<file path="config.mk">
export PLATFORM = sky130hd
export DESIGN_NAME = minc_run_ctrl_flat
export DESIGN_NICKNAME = d
export VERILOG_FILES = /design/src/rtl/minc_run_if.sv /design/src/rtl/minc_run_ctrl.sv /design/src/flat_wrapper.sv
export SDC_FILE = /design/constraint.sdc
export NUM_CORES = 1
export LEC_CHECK = 0
export CORE_MARGIN = 8
export CORE_UTILIZATION = 37
export CTS_CLUSTER_DIAMETER = 50
export DETAILED_ROUTE_END_ITERATION = 6
export GPL_TIMING_DRIVEN = 0
export PLACE_DENSITY = 0.69
export SLEW_MARGIN = 10
export SYNTH_ARGS = -nofsm -noshare
export SYNTH_HDL_FRONTEND = slang
export SYNTH_SLANG_ARGS = --single-unit
</file>
<file path="constraint.sdc">
create_clock -name CLK -period 2.8 [get_ports CLK]
set_input_delay 0.28 -clock CLK [delete_from_list [all_inputs] [get_ports CLK]]
set_output_delay 0.28 -clock CLK [all_outputs]
set_load 0.02 [all_outputs]
</file>
<file path="src/rtl/minc_run_if.sv">
// Host/debug-to-controller bundle for minc_run_ctrl: run controls, breakpoint setup,
// the core's presented instruction, and the controller's enable and status.
interface minc_run_if #(
  parameter int CNT_W = 16
);
  logic             start;
  logic             step;
  logic             stop;
  logic             clr;
  logic             bp_en;
  logic [7:0]       bp_addr;
  logic [7:0]       pc;
  logic [7:0]       sp;
  logic [2:0]       opcode;
  logic             core_en;
  logic [2:0]       state;
  logic [1:0]       fault;
  logic [CNT_W-1:0] icount;

  modport master (
    output start, step, stop, clr, bp_en, bp_addr, pc, sp, opcode,
    input  core_en, state, fault, icount
  );

  modport slave (
    input  start, step, stop, clr, bp_en, bp_addr, pc, sp, opcode,
    output core_en, state, fault, icount
  );
endinterface

</file>
<file path="src/rtl/minc_run_ctrl.sv">
// Run/step/breakpoint gate for the minc core: guards the presented instruction and drops core_en
// in the same cycle on a guard hit or stop (zero-latency); status outputs are registered.
module minc_run_ctrl #(
  parameter int DEPTH     = 256,
  parameter int CNT_W     = 16,
  parameter int CYC_LIMIT = 0
) (
  input  logic          CLK,
  input  logic          nRESET,
  minc_run_if.slave     io_bus
);

  typedef enum logic [2:0] {
    S_IDLE   = 3'd0,
    S_RUN    = 3'd1,
    S_STEP   = 3'd2,
    S_BREAK  = 3'd3,
    S_HALTED = 3'd4,
    S_FAULT  = 3'd5
  } state_t;

  localparam logic [7:0]       SP_MAX   = 8'(DEPTH - 1);
  localparam logic [CNT_W-1:0] WD_LIMIT = CNT_W'(CYC_LIMIT);
  localparam bit               WD_ON    = (CYC_LIMIT != 0);

  state_t           r_state;
  logic [1:0]       r_fault;
  logic [CNT_W-1:0] r_icount;
  logic             r_skip;

  logic w_underflow;
  logic w_overflow;
  logic w_halt;
  logic w_wdog;
  logic w_bp;
  logic w_guard;
  logic w_active;
  logic w_core_en;

  always_comb begin
    w_underflow = (io_bus.opcode inside {3'b001, 3'b010, 3'b011}) && (io_bus.sp < 8'd2);
    w_overflow  = (io_bus.opcode == 3'b000) && (io_bus.sp == SP_MAX);
    w_halt      = (io_bus.opcode == 3'b100);
    w_wdog      = WD_ON && (r_icount == WD_LIMIT);
    w_bp        = io_bus.bp_en && (io_bus.pc == io_bus.bp_addr) && !r_skip;
    w_guard     = w_underflow || w_overflow || w_halt || w_wdog || w_bp;
    w_active    = (r_state == S_RUN) || (r_state == S_STEP);
    w_core_en   = w_active && !w_guard && !io_bus.stop;
  end

  assign io_bus.core_en = w_core_en;
  assign io_bus.state   = r_state;
  assign io_bus.fault   = r_fault;
  assign io_bus.icount  = r_icount;

  always_ff @(posedge CLK or negedge nRESET) begin
    if (!nRESET) begin
      r_state  <= S_IDLE;
      r_fault  <= 2'd0;
      r_icount <= '0;
      r_skip   <= 1'b0;
    end else begin
      // core_en is only ever high in RUN/STEP, so this never races the IDLE clear below
      if (w_core_en) begin
        if (r_icount != '1) r_icount <= r_icount + CNT_W'(1);
        r_skip <= 1'b0;
      end
      case (r_state)
        S_IDLE: begin
          if (io_bus.start || io_bus.step) begin
            r_state  <= io_bus.start ? S_RUN : S_STEP;
            r_icount <= '0;
            r_skip   <= 1'b0;
          end
        end
        S_RUN, S_STEP: begin
          if (w_underflow) begin
            r_state <= S_FAULT;
            r_fault <= 2'd1;
          end else if (w_overflow) begin
            r_state <= S_FAULT;
            r_fault <= 2'd2;
          end else if (w_halt) begin
            r_state <= S_HALTED;
          end else if (w_wdog) begin
            r_state <= S_FAULT;
            r_fault <= 2'd3;
          end else if (w_bp || io_bus.stop || (r_state == S_STEP)) begin
            r_state <= S_BREAK;
          end
        end
        S_BREAK: begin
          // skip lets the instruction sitting on the breakpoint execute once on resume
          if (io_bus.start || io_bus.step) begin
            r_state <= io_bus.start ? S_RUN : S_STEP;
            r_skip  <= 1'b1;
          end
        end
        S_HALTED, S_FAULT: begin
          if (io_bus.clr) begin
            r_state <= S_IDLE;
            r_fault <= 2'd0;
          end
        end
        default: r_state <= S_IDLE;
      endcase
    end
  end

endmodule

</file>
<file path="src/flat_wrapper.sv">
// flat-port wrapper written by rule: the top's interface ports become plain ports
module minc_run_ctrl_flat 
#(
  parameter int DEPTH     = 256,
  parameter int CNT_W     = 16,
  parameter int CYC_LIMIT = 0
)
  (CLK, nRESET, io_bus_start, io_bus_step, io_bus_stop, io_bus_clr, io_bus_bp_en, io_bus_bp_addr, io_bus_pc, io_bus_sp, io_bus_opcode, io_bus_core_en, io_bus_state, io_bus_fault, io_bus_icount);
  minc_run_if #(.CNT_W(CNT_W)) io_bus_i ();
  input  logic CLK;
  input  logic nRESET;
  input wire logic [$bits(io_bus_i.start)-1:0] io_bus_start;
  input wire logic [$bits(io_bus_i.step)-1:0] io_bus_step;
  input wire logic [$bits(io_bus_i.stop)-1:0] io_bus_stop;
  input wire logic [$bits(io_bus_i.clr)-1:0] io_bus_clr;
  input wire logic [$bits(io_bus_i.bp_en)-1:0] io_bus_bp_en;
  input wire logic [$bits(io_bus_i.bp_addr)-1:0] io_bus_bp_addr;
  input wire logic [$bits(io_bus_i.pc)-1:0] io_bus_pc;
  input wire logic [$bits(io_bus_i.sp)-1:0] io_bus_sp;
  input wire logic [$bits(io_bus_i.opcode)-1:0] io_bus_opcode;
  output wire logic [$bits(io_bus_i.core_en)-1:0] io_bus_core_en;
  output wire logic [$bits(io_bus_i.state)-1:0] io_bus_state;
  output wire logic [$bits(io_bus_i.fault)-1:0] io_bus_fault;
  output wire logic [$bits(io_bus_i.icount)-1:0] io_bus_icount;
  assign io_bus_i.start = io_bus_start;
  assign io_bus_i.step = io_bus_step;
  assign io_bus_i.stop = io_bus_stop;
  assign io_bus_i.clr = io_bus_clr;
  assign io_bus_i.bp_en = io_bus_bp_en;
  assign io_bus_i.bp_addr = io_bus_bp_addr;
  assign io_bus_i.pc = io_bus_pc;
  assign io_bus_i.sp = io_bus_sp;
  assign io_bus_i.opcode = io_bus_opcode;
  assign io_bus_core_en = io_bus_i.core_en;
  assign io_bus_state = io_bus_i.state;
  assign io_bus_fault = io_bus_i.fault;
  assign io_bus_icount = io_bus_i.icount;
  minc_run_ctrl #(.DEPTH(DEPTH), .CNT_W(CNT_W), .CYC_LIMIT(CYC_LIMIT)) u_core (.CLK(CLK), .nRESET(nRESET), .io_bus(io_bus_i));
endmodule
</file>
==> impl_metrics.env, run 1 <==
export IMPL_drive_gt1_share_pct=8.444
export IMPL_antenna_cells=0
export IMPL_die_area_sq_um=6229
export IMPL_final_area_sq_um=2130
export IMPL_cp_top_family="simple AND/OR/NAND/NOR gates"
export IMPL_leakage_nw=0.8943
export IMPL_syn_to_final_growth_pct=45.35
export IMPL_p_int_uw=752.7
export IMPL_track_usage_pct=11.65
export IMPL_rsz0062_at_grt="no"
export IMPL_pwr_share_comb_pct=49.5
export IMPL_die_x_microns=78.93
export IMPL_worst_slew_pin_slew_ps=980.9
export IMPL_chipHeight_microns=78.93
export IMPL_clock_latency_ps=260
export IMPL_ys_ff_latch=22
export IMPL_numCtsBuffers=3
export IMPL_wire_per_inst_microns=12.80
export IMPL_cts_tree="built"
export IMPL_worstPathRequired_ps=2520
export IMPL_boundaryPins=56
export IMPL_clock_sinks=22
export IMPL_critical_path_class="in -> out"
export IMPL_holdCritPathClass="reg -> reg"
export IMPL_drtIter0Drc=85
export IMPL_hold_viol_final=0
export IMPL_grt_max_degree=23
export IMPL_seq_power_share_pct=34.7
export IMPL_final_antenna_net_count=0
export IMPL_fin_hold_ws_ps=511.1
export IMPL_period_share_pct=86.38
export IMPL_grt_pass1_wl_mm=6.009
export IMPL_finalNetCount=262
export IMPL_crit_path_start_kind="primary input"
export IMPL_setup_viol=0
export IMPL_cp_common_cell="or2_1"
export IMPL_grt_pass1_vias=1414
export IMPL_rows=23
export IMPL_synth_edff_count=0
export IMPL_clk_pin_slew_ps=70
export IMPL_crit_arrival_ps=2140
export IMPL_synth_area_per_cell_sq_um=8.826
export IMPL_yosys_cell_count_top_type="dfrtp_1"
export IMPL_crit_chain="clkdlybuf4s50_1 -> or2_1 -> or4_4 -> o211ai_4 -> or2_1 -> buf_6 -> inv_2 -> dlymetal6s2s_1"
export IMPL_path_max_fanout=9
export IMPL_syn_nets=201
export IMPL_totalWireLength_mm=3.521
export IMPL_synth_top_area_share_pct=37.57
export IMPL_vias=1446
export IMPL_route_detailed_drc=0
export IMPL_yosysSeqAreaShare_pct=37.57
export IMPL_slowest_delay_ps=500
export IMPL_p_per_area_nw_per_um2=578.2
export IMPL_syn_area_sq_um=1465
export IMPL_core_area_sq_um=3914
export IMPL_drv_cap=0
export IMPL_ir_drop_uv=213.7
export IMPL_clockBufferDepth=2
export IMPL_crit_slowest_cell="or4_4"
export IMPL_synthCells=166
export IMPL_swShare_pct=38.86
export IMPL_switching_power_uw=478.5
export IMPL_worst_setup_path_end_kind="output pin"
export IMPL_drtPass1Iterations=4
export IMPL_pwr_share_clk_pct=15.7
export IMPL_ys_async_sr_fraction_pct=100.0
export IMPL_routed_via_density=5.258
export IMPL_yosys_area_top_type="dfrtp_1"
export IMPL_io_buffer_count=55
export IMPL_skew_ps=3.318
export IMPL_cts_hold_buffers=0
export IMPL_fillerInstances=384
export IMPL_synth_area_leaders="dfrtp_1, xnor2_1, mux2i_1"
export IMPL_cts_root_buf="clkbuf_8"
export IMPL_status="finished, final reports clean"
export IMPL_antenna_found_initial=0
export IMPL_yosysWarnings=0
export IMPL_period_minus_slack_ps=2419
export IMPL_grt_overflow_total=0
export IMPL_slew_headroom_pct=34.40
export IMPL_dpl_hpwl_mm=2.812
export IMPL_slew_violations=0
export IMPL_fmax_mhz=413.4
export IMPL_start_util_pct=37.44
export IMPL_yosysUniqueCellTypes=43
export IMPL_placed_area_sq_um=2078
export IMPL_cts_max_level=1
export IMPL_fin_util_pct=54.41
export IMPL_cp_num_buf_inv=4
export IMPL_netlist_top_cells_count="dfrtp_1, nand2_1, nor2_1"
export IMPL_place_congestion=0.7967
export IMPL_yosys_most_used_dff="dfrtp_1"
[power by group through the flow]
stage	logic, mW	registers (mW)	clock network, mW
6_report	0.610	0.428	0.194
5_1_grt	0.677	0.437	0.210
4_1_cts	0.620	0.428	0.200
3_5_place_dp	0.617	0.433	0
3_3_place_gp	0.616	0.433	0
2_1_floorplan	0.336	0.478	0
[state kept, by name, indices dropped and copies added, names as in the netlist]
register              cells
u_core.io_bus.icount     16
u_core.io_bus.state       3
u_core.io_bus.fault       2
u_core.r_skip             1
[what timing repair did]
action | 4_1_cts | 5_1_grt
resized for setup | 0 | 1
pin swaps | 1 | 0
setup buffers | 1 | 0
setup endpoints to repair | 1 | 1
[kinds of logic after synthesis]
group	Yosys count	share of synthesized area, %
AO/OA/AOI/OAI	31	15.54
XOR/XNOR	11	7.088
adder cells (fa/ha/maj)	1	0.8538
buffers and inverters	11	3.587
flip-flops	22	37.57
multiplexers	9	6.234
AND/OR/NAND/NOR	81	29.12
[stage by stage]
step | setup slack [ps] | power [mW] | TNS, ps | instances
floorplan | 661.4 | 0.8139 | 0 | 166
global placement | -117.0 | 1.049 | -117.0 | 271
detailed placement | -119.0 | 1.051 | -119.0 | 271
CTS | 41.36 | 1.248 | 0 | 275
global route | 288.0 | 1.324 | 0 | 275
finish | 381.3 | 1.231 | 0 | 275
[path summary, 6_finish.rpt]
check | from | endpoint | slack, ps | cells past startpoint
worst max-delay path | io_bus_opcode[0] | io_bus_core_en | 380 | 8
max in group asynchronous | nRESET | u_core.io_bus.icount[6] | 1640 | 1
worst max register to register | u_core.io_bus.icount[0] | u_core.io_bus.icount[13] | 520 | 8
worst min register to register | u_core.io_bus.icount[6] | u_core.io_bus.icount[6] | 510 | 1
worst min-delay path | u_core.io_bus.icount[6] | u_core.io_bus.icount[6] | 510 | 1
min in group asynchronous | nRESET | u_core.io_bus.icount[2] | 560 | 1
[cell type report]
| cell class | instances | area [sq um] | area share (%) |
|---|---|---|---|
| tap | 50 | 62.56 | 2.938 |
| sequential | 22 | 550.5 | 25.85 |
| timing repair buffer | 56 | 560.5 | 26.32 |
| inverter | 6 | 22.52 | 1.058 |
| buffer | 5 | 30.03 | 1.410 |
| clock buffer | 3 | 41.29 | 1.939 |
| multi-input combinational | 133 | 862.1 | 40.48 |
[metal layers]
metal	GRT usage, %	part of all wire, %	vias to the layer above
li1	-	-	727
met1	13.79	44	662
met2	18.31	45	52
met3	3.950	9.4	5
met4	6.111	2.0	0
met5	0	0	-
[placed cells by master (no fill, tap or decap), drive strengths merged, types with 4 or more instances in the layout]
cell type,count
a21oi,8
a31o,4
and3,6
clkbuf,6
clkdlybuf4s50,54
dfrtp,22
inv,6
mux2i,8
nand2,19
nand3,12
nand4,5
nor2,13
nor3,6
o21ai,7
xnor2,10
Note: power is estimated with default switching activity, not from simulation.
==> run 2: changes to the inputs <==
--- a/config.mk
+++ b/config.mk
@@ -5,12 +5,14 @@
 export SDC_FILE = /design/constraint.sdc
 export NUM_CORES = 1
 export LEC_CHECK = 0
+export CELL_PAD_IN_SITES_DETAIL_PLACEMENT = 0
+export CELL_PAD_IN_SITES_GLOBAL_PLACEMENT = 2
 export CORE_MARGIN = 8
-export CORE_UTILIZATION = 37
+export CORE_UTILIZATION = 25
 export CTS_CLUSTER_DIAMETER = 50
 export DETAILED_ROUTE_END_ITERATION = 6
 export GPL_TIMING_DRIVEN = 0
-export PLACE_DENSITY = 0.69
+export PLACE_DENSITY_LB_ADDON = 0.1
 export SLEW_MARGIN = 10
 export SYNTH_ARGS = -nofsm -noshare
 export SYNTH_HDL_FRONTEND = slang
==> run 2 against run 1 <==
  * Setup slack lost 21 ps
  * Global-route usage shrank 1.6 points
  * Final cell count grew 9.1%
  * Critical endpoint unchanged
  * Largest power group unchanged
  * Highest routed layer unchanged
==> impl_metrics.env, run 2 (synthesis results as in run 1) <==
export IMPL_start_util_pct=25.35
export IMPL_drive_gt1_share_pct=8.444
export IMPL_worstPathRequired_ps=2520
export IMPL_track_usage_pct=10.10
export IMPL_ir_drop_uv=427.7
export IMPL_finalSetupTns_ps=0
export IMPL_skew_ps=3.322
export IMPL_clk_pin_slew_ps=80
export IMPL_die_x_microns=92.56
export IMPL_holdCritPathClass="reg -> reg"
export IMPL_hold_path_depth=1
export IMPL_clock_sinks=22
export IMPL_top_usage_layer="met2"
export IMPL_boundaryPins=56
export IMPL_grt_pass1_vias=1473
export IMPL_clockBufferDepth=2
export IMPL_cts_root_buf="clkbuf_8"
export IMPL_slew_violations=0
export IMPL_final_common_cell="clkdlybuf4s50_1"
export IMPL_core_area_sq_um=5781
export IMPL_numCtsBuffers=3
export IMPL_worst_slew_pin_slew_ps=1060
export IMPL_route_detailed_drc=0
export IMPL_pwr_share_comb_pct=49.5
export IMPL_slew_headroom_pct=29.10
export IMPL_wire_per_inst_microns=14.05
export IMPL_swShare_pct=40.02
export IMPL_regArea_sq_um=550.5
export IMPL_gr_usage_met2_pct=16.87
export IMPL_rsz0062_at_grt="no"
export IMPL_grt_pass1_wl_mm=7.051
export IMPL_p_int_uw=752.9
export IMPL_final_antenna_net_count=0
export IMPL_r2r_start="u_core.io_bus.icount[0]"
export IMPL_hold_viol_final=0
export IMPL_period_minus_slack_ps=2440
export IMPL_period_share_pct=87.15
export IMPL_r2r_end="u_core.io_bus.icount[13]"
export IMPL_vias=1473
export IMPL_dpl_hpwl_mm=3.343
export IMPL_totalWireLength_mm=4.216
export IMPL_chipHeight_microns=92.56
export IMPL_fillerInstances=605
export IMPL_worst_setup_path_end_kind="output pin"
export IMPL_finalNetCount=262
export IMPL_setup_viol=0
export IMPL_largest_reg_flops=16
export IMPL_grt_max_degree=23
export IMPL_pwr_share_clk_pct=16.0
export IMPL_crit_path_start_kind="primary input"
export IMPL_final_cell_mix="clkdlybuf4s50_1, dfrtp_1, nand2_1, nor2_1, nand3_1"
export IMPL_use_met1_pct=11.99
export IMPL_p_per_area_nw_per_um2=581.0
export IMPL_drv_cap=0
export IMPL_status="finished, final reports clean"
export IMPL_antenna_cells=0
export IMPL_fmax_mhz=409.8
export IMPL_reg2regPathDepth=8
export IMPL_io_buffer_count=55
export IMPL_r2r_slack_ps=470
export IMPL_cts_hold_buffers=0
export IMPL_path_max_fanout=9
export IMPL_grt_overflow_total=0
export IMPL_clock_latency_ps=260
export IMPL_antenna_found_initial=0
export IMPL_cts_max_level=1
export IMPL_hold_path_startpoint="u_core.io_bus.icount[6]"
export IMPL_place_congestion=0.7987
export IMPL_fin_util_pct=37.38
export IMPL_multi_input_area_sq_um=862.1
export IMPL_seq_power_share_pct=34.6
export IMPL_syn_to_final_growth_pct=47.48
export IMPL_switching_power_uw=502.4
export IMPL_routed_via_density=4.910
export IMPL_min_to="u_core.io_bus.icount[6]"
export IMPL_leakage_nw=0.8943
export IMPL_cts_tree="built"
export IMPL_drtIter0Drc=74
export IMPL_rows=28
export IMPL_drtPass1Iterations=4
export IMPL_critical_path_class="in -> out"
export IMPL_grtUsageMet3_pct=2.751
export IMPL_die_area_sq_um=8566
export IMPL_crit_arrival_ps=2160
-- run 2: cell counts in the layout (fill, tap and decap cells not counted) --
No cell type changed its count.
-- run 2: critical path: stages --
cell	delay [ps]
clkdlybuf4s50_1	410
or2_1	250
or4_4	500
o211ai_4	200
or2_1	140
buf_6	130
inv_2	50
dlymetal6s2s_1	200
-- run 2: final cells by class --
class	count	area share (%)
plain buffers	5	1.390
repair buffers	56	25.94
clock buffers	3	1.911
flip-flops and latches	22	25.48
inverters	6	1.042
multi-input cells	133	39.90
well taps	75	4.343
-- run 2: power groups by stage --
stage | Sequential (mW) | Clock [mW] | Combinational [mW]
floorplan | 0.478 | 0 | 0.336
global placement | 0.437 | 0 | 0.627
detailed placement | 0.438 | 0 | 0.631
CTS | 0.434 | 0.213 | 0.633
global route | 0.442 | 0.223 | 0.692
finish | 0.434 | 0.200 | 0.621
-- run 2: repair_timing --
item,in CTS,in global routing
gates resized for setup,0,1
endpoints found under the setup margin,1,1
setup buffers,1,0
pin swaps,1,0
-- run 2: worst max-delay path by stage --
stage | slack, ps | end | startpoint
after CTS | 7 | io_bus_core_en | io_bus_opcode[0]
after global routing | 250 | u_core.io_bus.icount[15] | u_core.io_bus.icount[0]
after detailed placement | -160 | io_bus_core_en | io_bus_opcode[0]
final | 360 | io_bus_core_en | io_bus_opcode[0]
after global placement | -150 | io_bus_core_en | io_bus_opcode[0]
after floorplan | 660 | u_core.io_bus.icount[10] | u_core.io_bus.state[0]
-- run 2: metrics by stage --
stage	worst slack [ps]	std cells	hold slack [ps]	area [sq um]	total power [mW]
finish	359.9	300	498.4	2161	1.255
global route	247.6	300	534.0	2161	1.358
CTS	6.845	300	509.1	2158	1.280
detailed placement	-163.6	296	495.1	2110	1.069
global placement	-153.7	296	481.8	2110	1.064
floorplan	661.4	166	-15.59	1465	0.8139
-- run 2: routing by layer --
metal	part of all wire [%]	wire, microns
met1	42	1789
met2	49	2058
met3	7.3	308
met4	1.4	59
met5	0	0
==> run 3: changes to the inputs <==
--- a/config.mk
+++ b/config.mk
@@ -5,6 +5,7 @@
 export SDC_FILE = /design/constraint.sdc
 export NUM_CORES = 1
 export LEC_CHECK = 0
+export ABC_AREA = 1
 export CELL_PAD_IN_SITES_DETAIL_PLACEMENT = 0
 export CELL_PAD_IN_SITES_GLOBAL_PLACEMENT = 2
 export CORE_MARGIN = 8
==> constraint.sdc (replaced) <==
create_clock -name CLK -period 2.9 [get_ports CLK]
set_input_delay 0.29 -clock CLK [delete_from_list [all_inputs] [get_ports CLK]]
set_output_delay 0.29 -clock CLK [all_outputs]
set_load 0.02 [all_outputs]
==> run 3 against run 2 <==
  * The flow now finishes with violations (hold timing)
  * Register-to-register slack better by 500 ps
  * Flip-flop and latch count unchanged
  * Power up 8.8%
  * Routed wire length up 30%
  * Worst hold slack worse by 500 ps
  * First-iteration DRC count down 4.1%
  * Clock power up 12%
  * Via count up 31%
==> impl_metrics.env, run 3 <==
export IMPL_crit_arrival_ps=2270
export IMPL_rsz0062_at_grt="no"
export IMPL_drtIter0Drc=71
export IMPL_routed_top_layer="met4"
export IMPL_switching_power_uw=603.0
export IMPL_cp_num_buf_inv=3
export IMPL_ys_async_sr_fraction_pct=100.0
export IMPL_final_antenna_net_count=0
export IMPL_largest_reg_flops=16
export IMPL_crit_slowest_cell="clkdlybuf4s50_1"
export IMPL_hold_viol_final=7
export IMPL_finalNetCount=395
export IMPL_grt_pass1_vias=1847
export IMPL_worst_setup_path_end_kind="output pin"
export IMPL_final_cell_mix="nand2_1, clkdlybuf4s50_1, nor2_1, inv_1, dfrtp_1"
export IMPL_fmax_mhz=390.4
export IMPL_cts_tree="built"
export IMPL_synth_top_area_share_pct=30.39
export IMPL_period_share_pct=88.33
export IMPL_leakage_nw=1.295
export IMPL_clockBufferDepth=2
export IMPL_reg2regPathDepth=12
export IMPL_r2r_start="u_core.io_bus.icount[0]"
export IMPL_stdcell_count=458
export IMPL_drive_gt1_share_pct=6.964
export IMPL_slew_headroom_pct=62.54
export IMPL_clock_latency_ps=260
export IMPL_cts_setup_buffers=0
export IMPL_drtPass1Iterations=5
export IMPL_die_x_microns=101.1
export IMPL_wire_per_inst_microns=11.92
export IMPL_yosys_cell_count_top_type="nand2_1"
export IMPL_wl_met2_mm=2.424
export IMPL_status="finished, violations left"
export IMPL_totalWireLength_mm=5.461
export IMPL_p_int_uw=762.9
export IMPL_worst_slew_pin_slew_ps=561.3
export IMPL_syn_to_final_growth_pct=39.99
export IMPL_final_common_cell="nand2_1"
export IMPL_synth_edff_count=0
export IMPL_yosys_most_used_dff="dfrtp_1"
export IMPL_grt_overflow_total=0
export IMPL_violations="hold timing"
export IMPL_routed_via_density=4.216
export IMPL_slowest_delay_ps=620
export IMPL_yosys_area_top_type="dfrtp_1"
export IMPL_grt_pass1_wl_mm=9.149
export IMPL_track_usage_pct=11.14
export IMPL_netlist_top_cells_count="nand2_1, nor2_1, inv_1"
export IMPL_cts_hold_buffers=0
export IMPL_yosysWarnings=0
export IMPL_period_minus_slack_ps=2562
export IMPL_rows=31
export IMPL_pwr_share_comb_pct=51.5
export IMPL_cp_top_family="buffers and inverters"
export IMPL_fin_hold_ws_ps=-2.855
export IMPL_start_util_pct=25.39
export IMPL_r2r_end="u_core.io_bus.icount[10]"
export IMPL_seq_power_share_pct=32.0
export IMPL_path_max_fanout=10
export IMPL_syn_nets=335
export IMPL_synth_area_per_cell_sq_um=6.039
export IMPL_cts_max_level=1
export IMPL_yosysSeqAreaShare_pct=30.39
export IMPL_cts_resized=0
export IMPL_finalSetupTns_ps=0
export IMPL_place_congestion=0.7550
export IMPL_placedCellCount=454
export IMPL_synthCells=300
export IMPL_route_detailed_drc=0
export IMPL_numCtsBuffers=3
export IMPL_yosysUniqueCellTypes=25
export IMPL_synth_area_leaders="dfrtp_1, nand2_1, nor2_1"
export IMPL_path_depth=9
export IMPL_clock_sinks=22
export IMPL_critical_path_class="in -> out"
export IMPL_setup_viol=0
export IMPL_dpl_hpwl_mm=4.350
export IMPL_die_area_sq_um=10230
export IMPL_crit_path_start_kind="primary input"
export IMPL_core_area_sq_um=7137
export IMPL_antenna_cells=0
export IMPL_r2r_slack_ps=970
export IMPL_chipHeight_microns=101.1
export IMPL_boundaryPins=56
export IMPL_syn_area_sq_um=1812
export IMPL_worstPathRequired_ps=2610
export IMPL_p_per_area_nw_per_um2=538.6
export IMPL_io_buffer_count=55
export IMPL_pwr_share_clk_pct=16.5
export IMPL_swShare_pct=44.15
export IMPL_vias=1931
export IMPL_met1_length_mm=2.715
export IMPL_holdCritPathClass="in -> async"
export IMPL_ir_drop_uv=284.9
export IMPL_ys_ff_latch=22
export IMPL_slew_violations=0
export IMPL_grt_max_degree=23
export IMPL_cts_root_buf="clkbuf_8"
export IMPL_skew_ps=0.7639
export IMPL_crit_chain="clkdlybuf4s50_1 -> nor2_1 -> and2_1 -> nand2_2 -> nand2_4 -> nor2_8 -> nand3_4 -> clkinv_4 -> clkdlybuf4s50_1"
export IMPL_clk_pin_slew_ps=80
export IMPL_wl_met3_microns=301
export IMPL_cp_common_cell="clkdlybuf4s50_1"
export IMPL_antenna_found_initial=0
export IMPL_drv_cap=0
run 3: routing by layer:
metal	up-vias	track usage, %
met2	38	17.56
met5	-	0
li1	1038	-
met3	2	2.887
met4	0	1.375
met1	853	15.21
run 3: cell type report:
cell class / instances / area, sq um
fill: 816 / 4601
multi-input combinational: 228 / 1054
sequential: 22 / 550.5
timing repair buffer: 55 / 545.5
inverter: 48 / 185.2
tap: 99 / 123.9
clock buffer: 4 / 55.05
buffer: 2 / 22.52
run 3: kinds of logic (layout without fill, tap and decap cells):
group	count (synthesis)	after routing	synth area share [%]
flip-flops	22	22	30.39
AO/OA/AOI/OAI	20	20	5.732
AND/OR/NAND/NOR	198	198	47.38
XOR/XNOR	9	9	4.351
adder cells (fa/ha/maj)	1	1	0.6905
buffers and inverters	50	109	11.46
run 3: worst max-delay path by stage:
stage                               endpoint  slack [ps]                    start
finish                        io_bus_core_en         340             io_bus_sp[5]
detailed placement            io_bus_core_en         330             io_bus_sp[5]
floorplan           u_core.io_bus.icount[10]        1180  u_core.io_bus.icount[0]
global route                  io_bus_core_en         200   u_core.io_bus.state[1]
global placement              io_bus_core_en         330             io_bus_sp[5]
CTS                           io_bus_core_en         330             io_bus_sp[5]
run 3: power groups by stage:
stage	clock network [mW]	logic, mW	registers [mW]
floorplan	0	0.398	0.474
finish	0.225	0.704	0.437
global route	0.248	0.781	0.447
global placement	0	0.712	0.443
CTS	0.238	0.714	0.438
detailed placement	0	0.713	0.443
run 3: through the flow:
step | util, % | instance area [sq um] | setup slack (ps) | hold WS (ps) | power (mW)
CTS | 35.61 | 2541 | 325.0 | 503.7 | 1.390
floorplan | - | 1812 | 1181 | -5.591 | 0.8724
global placement | 34.84 | 2486 | 327.8 | 488.2 | 1.155
global route | 35.54 | 2536 | 196.6 | 38.92 | 1.476
finish | 35.54 | 2536 | 338.3 | -2.855 | 1.366
detailed placement | 34.84 | 2486 | 326.6 | 479.1 | 1.157
